===== src/rtl/logic_unit_pkg.sv =====
// Shared definitions for the ALU-cluster bitwise logic unit.
// Holds the 3-bit opcode encoding used by the core and by the pipeline
// wrapper. Every encoding is a defined function, so no illegal-op handling
// exists anywhere downstream.
package logic_unit_pkg;

    localparam int LU_OP_W = 3;

    typedef enum logic [LU_OP_W-1:0] {
        LU_OP_AND  = 3'b000,
        LU_OP_OR   = 3'b001,
        LU_OP_XOR  = 3'b010,
        LU_OP_NOR  = 3'b011,
        LU_OP_NAND = 3'b100,
        LU_OP_XNOR = 3'b101,
        LU_OP_ANDN = 3'b110,  // a & ~b
        LU_OP_ORN  = 3'b111   // a | ~b
    } lu_op_e;

endpackage


===== src/rtl/logic_unit_core.sv =====
// Combinational bitwise function unit with result flags.
// Ports:
//   op_i      function select (lu_op_e)
//   a_i, b_i  WIDTH-bit operands
//   result_o  selected bitwise function of a_i and b_i
//   zero_o    result_o is all zeros
//   ones_o    result_o is all ones
//   parity_o  XOR-reduction of result_o
module logic_unit_core
    import logic_unit_pkg::*;
#(
    parameter int WIDTH = 32
) (
    input  lu_op_e           op_i,
    input  logic [WIDTH-1:0] a_i,
    input  logic [WIDTH-1:0] b_i,
    output logic [WIDTH-1:0] result_o,
    output logic             zero_o,
    output logic             ones_o,
    output logic             parity_o
);

    always_comb begin
        result_o = '0;
        case (op_i)
            LU_OP_AND:  result_o = a_i & b_i;
            LU_OP_OR:   result_o = a_i | b_i;
            LU_OP_XOR:  result_o = a_i ^ b_i;
            LU_OP_NOR:  result_o = ~(a_i | b_i);
            LU_OP_NAND: result_o = ~(a_i & b_i);
            LU_OP_XNOR: result_o = ~(a_i ^ b_i);
            LU_OP_ANDN: result_o = a_i & ~b_i;
            LU_OP_ORN:  result_o = a_i | ~b_i;
            default:    result_o = '0;
        endcase
    end

    assign zero_o   = (result_o == '0);
    assign ones_o   = &result_o;
    assign parity_o = ^result_o;

endmodule


===== src/rtl/logic_unit_pipe.sv =====
// Pipelined bitwise logic unit with valid/ready handshake and sideband tag.
// The function and its flags are evaluated combinationally from the inputs
// and captured in stage 1; later stages only forward. Stall control is a
// single global enable, so bubbles travel with the data rather than being
// squeezed out.
// Ports:
//   clk, rst_n              clock, asynchronous active-low reset
//   in_valid/in_ready       input handshake
//   in_op, in_a, in_b       function select and operands
//   in_tag                  sideband tag returned with the result
//   out_valid/out_ready     output handshake
//   out_result, out_tag     result and its tag
//   out_zero/ones/parity    registered flags of out_result
//   cnt_clear               synchronous clear of op_count (wins over count)
//   op_count                saturating count of output handshakes
module logic_unit_pipe
    import logic_unit_pkg::*;
#(
    parameter int WIDTH  = 32,
    parameter int STAGES = 2,
    parameter int TAG_W  = 4,
    parameter int CNT_W  = 16
) (
    input  logic             clk,
    input  logic             rst_n,
    input  logic             in_valid,
    output logic             in_ready,
    input  logic [2:0]       in_op,
    input  logic [WIDTH-1:0] in_a,
    input  logic [WIDTH-1:0] in_b,
    input  logic [TAG_W-1:0] in_tag,
    output logic             out_valid,
    input  logic             out_ready,
    output logic [WIDTH-1:0] out_result,
    output logic [TAG_W-1:0] out_tag,
    output logic             out_zero,
    output logic             out_ones,
    output logic             out_parity,
    input  logic             cnt_clear,
    output logic [CNT_W-1:0] op_count
);

    typedef struct packed {
        logic [WIDTH-1:0] result;
        logic [TAG_W-1:0] tag;
        logic             zero;
        logic             ones;
        logic             parity;
    } stage_t;

    stage_t           stage_d;
    stage_t           stage_q [STAGES];
    logic             vld_q   [STAGES];
    logic             advance;
    logic [CNT_W-1:0] cnt_q;
    logic [CNT_W-1:0] cnt_d;

    logic_unit_core #(
        .WIDTH(WIDTH)
    ) u_core (
        .op_i     (lu_op_e'(in_op)),
        .a_i      (in_a),
        .b_i      (in_b),
        .result_o (stage_d.result),
        .zero_o   (stage_d.zero),
        .ones_o   (stage_d.ones),
        .parity_o (stage_d.parity)
    );

    assign stage_d.tag = in_tag;

    // The whole pipe moves together: it advances whenever the last stage is
    // empty or being drained this cycle.
    assign advance  = !vld_q[STAGES-1] || out_ready;
    assign in_ready = advance;

    always_ff @(posedge clk or negedge rst_n) begin
        if (!rst_n) begin
            for (int s = 0; s < STAGES; s++) begin
                vld_q[s]   <= 1'b0;
                stage_q[s] <= '0;
            end
        end else if (advance) begin
            // Payload may load on an idle input; only the valid bit matters.
            vld_q[0]   <= in_valid && in_ready;
            stage_q[0] <= stage_d;
            for (int s = 1; s < STAGES; s++) begin
                vld_q[s]   <= vld_q[s-1];
                stage_q[s] <= stage_q[s-1];
            end
        end
    end

    assign out_valid  = vld_q[STAGES-1];
    assign out_result = stage_q[STAGES-1].result;
    assign out_tag    = stage_q[STAGES-1].tag;
    assign out_zero   = stage_q[STAGES-1].zero;
    assign out_ones   = stage_q[STAGES-1].ones;
    assign out_parity = stage_q[STAGES-1].parity;

    // Clear beats increment, so a handshake in a clear cycle is dropped.
    always_comb begin
        cnt_d = cnt_q;
        if (cnt_clear) begin
            cnt_d = '0;
        end else if (out_valid && out_ready && (cnt_q != '1)) begin
            cnt_d = cnt_q + 1'b1;
        end
    end

    always_ff @(posedge clk or negedge rst_n) begin
        if (!rst_n) begin
            cnt_q <= '0;
        end else begin
            cnt_q <= cnt_d;
        end
    end

    assign op_count = cnt_q;

endmodule


===== config.mk =====
export PLATFORM = sky130hd
export DESIGN_NAME = logic_unit_pipe
export DESIGN_NICKNAME = d
export VERILOG_FILES = /design/src/rtl/logic_unit_pkg.sv /design/src/rtl/logic_unit_core.sv /design/src/rtl/logic_unit_pipe.sv
export SDC_FILE = /design/constraint.sdc
export NUM_CORES = 1
export LEC_CHECK = 0
export CORE_ASPECT_RATIO = 0.6
export CORE_MARGIN = 2
export CORE_UTILIZATION = 45
export DETAILED_ROUTE_END_ITERATION = 10
export PLACE_DENSITY = 0.76
export SLEW_MARGIN = 30
export SYNTH_ARGS = -nofsm -noshare
export SYNTH_HDL_FRONTEND = slang
export SYNTH_SLANG_ARGS = --single-unit

===== constraint.sdc =====
create_clock -name clk -period 1.7 [get_ports clk]
set_input_delay 0.34 -clock clk [delete_from_list [all_inputs] [get_ports clk]]
set_output_delay 0.34 -clock clk [all_outputs]
set_load 0.05 [all_outputs]

# Word-level counts from Yosys, hierarchy flattened
# Index checks and enable logic that the tools add are counted.
# W data, S select, Z words.
# word_totals
ff_bits	96
inputBits	76
wordCells	44
# op_classes
addsub	1
n_eq_ne	8
muxes	3
n_bitwise	9
reduce_logical	10
# ops
operator	count
$pmux W32 S8	1
$not A32 Y32	4
$and A32 B32 Y32	2
$or A32 B32 Y32	2
$logic_not A32 Y1	1
$mux W16	2
$reduce_and A32 Y1	1
$reduce_xor A32 Y1	1
$xor A32 B32 Y32	1
$add A16 B1 Y16 const B	1
$ne A16 B16 Y1 const B	1
$eq A3 B3 Y1 const B	4
$eq A3 B2 Y1 const B	2
$eq A3 B1 Y1 const B	1
$logic_and A1 B1 Y1	3
$logic_not A3 Y1	1
$reduce_bool A2 Y1	1
$logic_not A1 Y1	1
$logic_or A1 B1 Y1	1

# Longest topological paths before layout
# Gate-level depths: netlist of run 1.
# depth
depth_word	4
mapped_depth	13

# Cells and area by module
# A second synthesis of run 1 with hierarchy kept.
# hier_totals
cells_unflattened	867
hier_area_um2	9176.3
# by_module_without_submodules
module	n_inst	cells_per_inst	area_per_inst_um2	seq_area_each_um2
logic_unit_core	1	562	5002.3	0.0
logic_unit_pipe	1	305	4174.0	2402.3

# Worst setup path after synthesis of run 1
# No wires, ideal clock.
# synth_timing
kind	input to register
startpoint	input in_op[1]
endpoint	register stage_q[39] in the netlist's numbering
setup_ns	0.140
t_arrival_ns	2.492
slack_ns	-0.932
cell_stages	10
path_buffers	2
cell_sequence	buf_6 > buf_2 > mux2_2 > mux4_2 > ha_1 > xor2_1 > xnor2_1 > xnor2_1 > xnor2_1 > a21oi_1
# synth_via
elab_chain_len	3
elab_cells_between_ends	10
# synth_rtl
item	line	text
start: declaration	logic_unit_pipe.sv:28	input logic [2:0] in_op,
$eq A3 B3 Y1, or another cell as far along	logic_unit_core.sv:25	case (op_i)
$pmux W32 S8 *	logic_unit_core.sv:25	
$reduce_xor A32 Y1 *	logic_unit_core.sv:40	assign parity_o = ^result_o;
end signal: indexed assignment	logic_unit_pipe.sv:89	stage_q[s] <= stage_q[s-1];
end: declaration	logic_unit_pipe.sv:52	stage_t stage_q [STAGES];
# Mark *: on every way between the ends. The rest lies on a longest branch, timed or not.
# A chain may end at the register's enable or synchronous reset.

# Worst setup path after layout of run 1
# layout_timing
startpoint	input in_a[5]
endpoint	register stage_q[39] in the netlist's numbering
# layout_via
elab_chain_len	4
elab_cells_between_ends	10
# layout_rtl
item	line	text
start: declaration	logic_unit_pipe.sv:29	input logic [WIDTH-1:0] in_a,
$xor A32 B32 Y32, or another cell as far along	logic_unit_core.sv:28, logic_unit_core.sv:31	
$not A32 Y32, on equally long branches	logic_unit_core.sv:31, logic_unit_core.sv:29, logic_unit_core.sv:30	
$pmux W32 S8 *	logic_unit_core.sv:25	
$reduce_xor A32 Y1 *	logic_unit_core.sv:40	
# Marks and branches as above.

==> results of run 1 <==
path summary, 6_finish.rpt:
path	to	slack, ns	cells past startpoint
min	out_result[16]	0.42	2
max in group asynchronous	op_count[6]	0.64	3
min reg2reg	out_valid	0.46	1
max reg2reg	op_count[14]	0.07	5
min in group clk	out_valid	0.46	1
max	stage_q[39]	-0.66	11
worst max-delay path: stages:
cell and delay, ns:
sky130_fd_sc_hd__buf_4 0.14, sky130_fd_sc_hd__inv_4 0.07, sky130_fd_sc_hd__ha_4 0.19, sky130_fd_sc_hd__mux2_4 0.26
sky130_fd_sc_hd__mux4_2 0.53, sky130_fd_sc_hd__ha_4 0.29, sky130_fd_sc_hd__xnor2_4 0.14, sky130_fd_sc_hd__xnor2_2 0.25
sky130_fd_sc_hd__xnor2_2 0.15, sky130_fd_sc_hd__xnor2_1 0.14, sky130_fd_sc_hd__a21oi_1 0.08
power by group:
part / internal (W) / switching, W / leakage [nW] / total [W]
logic: 0.00274 / 0.00275 / 5.04 / 0.00549
clock network: 0.00146 / 0.000906 / 0.171 / 0.00236
registers: 0.00272 / 0.000287 / 1.13 / 0.00301
registers in the layout, indices dropped and copies added (netlist names):
| signal | cells |
|---|---|
| out_result | 32 |
| out_tag | 4 |
| out_ones | 1 |
| out_parity | 1 |
| out_valid | 1 |
| out_zero | 1 |
| vld_q | 1 |
| stage_q | 39 |
| op_count | 16 |
metrics by stage:
stage	TNS (ns)	util (%)	setup slack, ns
6_report	-1.625	69.85	-0.6555
5_1_grt	-1.887	69.85	-0.7315
4_1_cts	-1.518	67.96	-0.6095
3_5_place_dp	-34.07	62.60	-1.506
3_3_place_gp	-33.52	62.60	-1.499
2_1_floorplan	-2.304	-	-0.7561
routing by layer:
metal  global-route usage, %  vias up  share of wire [%]
li1                        -     3296                  -
met1                   30.62     3307                 47
met2                   36.78      132                 48
met3                   3.894       23                3.9
met4                   4.339        0                1.2
met5                       0        -                  0
layout make-up:
type	count	area share, %
multi-input combinational	537	49.68
sequential	96	18.11
clock buffer	9	1.686
timing repair buffer	354	23.33
clock inverter	7	0.9364
tap	266	2.491
inverter	113	3.774
timing repair:
action | 4_1_cts | 5_1_grt
gates resized for setup | 431 | 80
cloned | 4 | 0
buffers inserted | 26 | 14
hold endpoints to repair | 15 | 0
pin swaps | 63 | 34
endpoints found under the setup margin | 36 | 9
hold buffers | 1 | 0
logic make-up (layout without fill, tap and decap cells):
group | after synthesis | in the layout | share of synthesized area (%)
buf+inv | 189 | 483 | 10.65
flops | 96 | 96 | 27.20
mux | 169 | 169 | 25.23
compound gates | 54 | 54 | 3.371
simple gates | 94 | 94 | 4.901
fa+ha+maj | 161 | 161 | 22.80
xor+xnor | 59 | 59 | 5.850
cell usage in the layout (no fill, tap or decap), types with 37 or more instances in the layout:
| cell | count |
|---|---|
| sky130_fd_sc_hd__dfrtp_1 | 82 |
| sky130_fd_sc_hd__mux2_2 | 51 |
| sky130_fd_sc_hd__ha_4 | 60 |
| sky130_fd_sc_hd__inv_2 | 53 |
| sky130_fd_sc_hd__mux2_4 | 37 |
| sky130_fd_sc_hd__ha_1 | 82 |
| sky130_fd_sc_hd__buf_6 | 52 |
| sky130_fd_sc_hd__buf_4 | 227 |
| sky130_fd_sc_hd__buf_2 | 38 |
| sky130_fd_sc_hd__mux2i_1 | 49 |
| sky130_fd_sc_hd__nor2_1 | 44 |
==> PnR_summary.wiki, run 1 <==
{| class="wikitable"
! Metric !! Value
|-
| Status || finished, violations left
|-
| Violated checks || setup timing
|-
| Post-synthesis area per instance || 10.75 um2
|-
| Cells after Synth || 822
|-
| Clock Skews || 0.006594 ns
|-
| Number of max-cap violations || 0
|-
| Sequential element share of the synthesized area || 27.20%
|-
| Post-synth EDFFs || 0
|-
| Antenna diode count || 0
|-
| Wire length reported by the detailed router || 22.74 mm
|-
| Vias || 6758
|-
| WL per Instance || 16.45 um
|-
| First-pass DRT Iterations || 4
|-
| Largest cells by area after synthesis || sky130_fd_sc_hd__dfrtp_1 27%, sky130_fd_sc_hd__ha_1 23%, sky130_fd_sc_hd__mux2_2 10%
|-
| Most instantiated cells after synthesis || 161 x sky130_fd_sc_hd__ha_1, 113 x sky130_fd_sc_hd__inv_1, 96 x sky130_fd_sc_hd__dfrtp_1
|-
| Overall power of the completed layout || 0.01087 W
|-
| Post-synth cell types || 33
|-
| Worst EP arrival || 2.58 ns
|-
| Via-to-Cell Ratio || 4.890
|-
| Slew Limit Headroom || 75.06%
|-
| Setup repair after global routing missed its margin || yes
|-
| Die height || 112.5 um
|-
| Area of all placed cells without fillers || 13360 um2
|-
| RD Place Congestion || 0.8348
|-
| Cell row count || 39
|-
| Netlist area before placement || 8833 um2
|-
| CP Max Fanout || 2
|-
| Placed cell count || 1328
|-
| Worst setup path start || in_a[5]
|-
| Peak Freq || 0.4245 GHz
|-
| Number of storage elements in the synthesis netlist || 96
|-
| Initial core utilization || 46.18%
|-
| Final cycle utilization of the critical path || 138.6%
|-
| Top-Level Pins || 133
|-
| Sequential Area || 2420 um2
|-
| Filler-free cell count of the finished design || 1382
|-
| Nets in the synthesized netlist || 1059
|-
| Cell with the most instances after synthesis || sky130_fd_sc_hd__ha_1
|-
| Multi-input combinational cell area || 6638 um2
|-
| Cell area after placement || 11970 um2
|-
| Least setup slack across all paths after layout || -0.6555 ns
|-
| Main flop type after synthesis || sky130_fd_sc_hd__dfrtp_1
|-
| Via count of the first global-routing pass || 7118
|-
| Ratio of total power to cell area || 813.2 nW/um2
|-
| Area of the placeable core || 19130 um2
|-
| Wire length of the first global-routing pass || 36.14 mm
|-
| Clock tree from TritonCTS || done
|-
| Post-synth top area cell || sky130_fd_sc_hd__dfrtp_1
|-
| Number of buffers inserted during clock tree synthesis || 9
|-
| Synthesis Warnings || 0
|-
| Nets || 1348
|-
| Final hold violations || 0
|-
| Startpoint of the most critical register-to-register path || op_count[0]
|-
| Period minus WS final || 2.356 ns
|-
| Syn-to-layout area delta || 51.26%
|-
| Max VDD drop || 0.6078 mV
|-
| Area share of the leading cell type in the synthesized netlist || 27.20%
|-
| DRC violation count after routing || 0
|-
| Die area || 20800 um2
|-
| Setup crit end kind || register
|-
| Latest clock arrival within the worst-skew pair || 0.34 ns
|-
| Largest net degree at the start of global routing || 70
|-
| CTS Root Cell || sky130_fd_sc_hd__clkbuf_16
|-
| Clock transition at the registers of the reported paths || 0.07 ns
|-
| Antenna violations before repair || 0
|-
| FFs w/ async S/R, synth || 100.0%
|-
| Number of slew-limit violations in the final report || 0
|-
| Transition time at the pin with the least slew margin || 0.3740 ns
|-
| Maximum clock path buffer count || 2
|-
| Level count of the clock H-tree || 3
|-
| Horizontal extent of the die || 184.9 um
|-
| PortBufs || 132
|-
| Worst EP required || 1.93 ns
|-
| DP HPWL || 16.49 mm
|-
| Final antenna-violating net count || 0
|-
| Smallest hold slack || 0.4204 ns
|-
| Hold crit path type || in2async
|-
| Final setup violating endpoints || 5
|-
| Number of clock sinks || 96
|-
| Final-layout fill cell count || 1389
|-
| CP Class || in2reg
|-
| First-iteration detailed-routing DRC count || 384
|-
| Fraction of final layout cells with drive strength greater than 1 || 61.56%
|-
| Aggregate global routing overflow || 0
|-
| Total track usage || 22.16%
|-
| Pleak || 6.335 nW
|-
| Startpoint type of the worst setup path || input port
|}
Note: power is estimated with default switching activity, not from simulation.
==> run 2, diff against run 1 <==
ABC_CLOCK_PERIOD_IN_PS = 1700   (was unset)
==> results of run 2 <==
No change in the layout: final DEF, timing and power equal those of run 1.
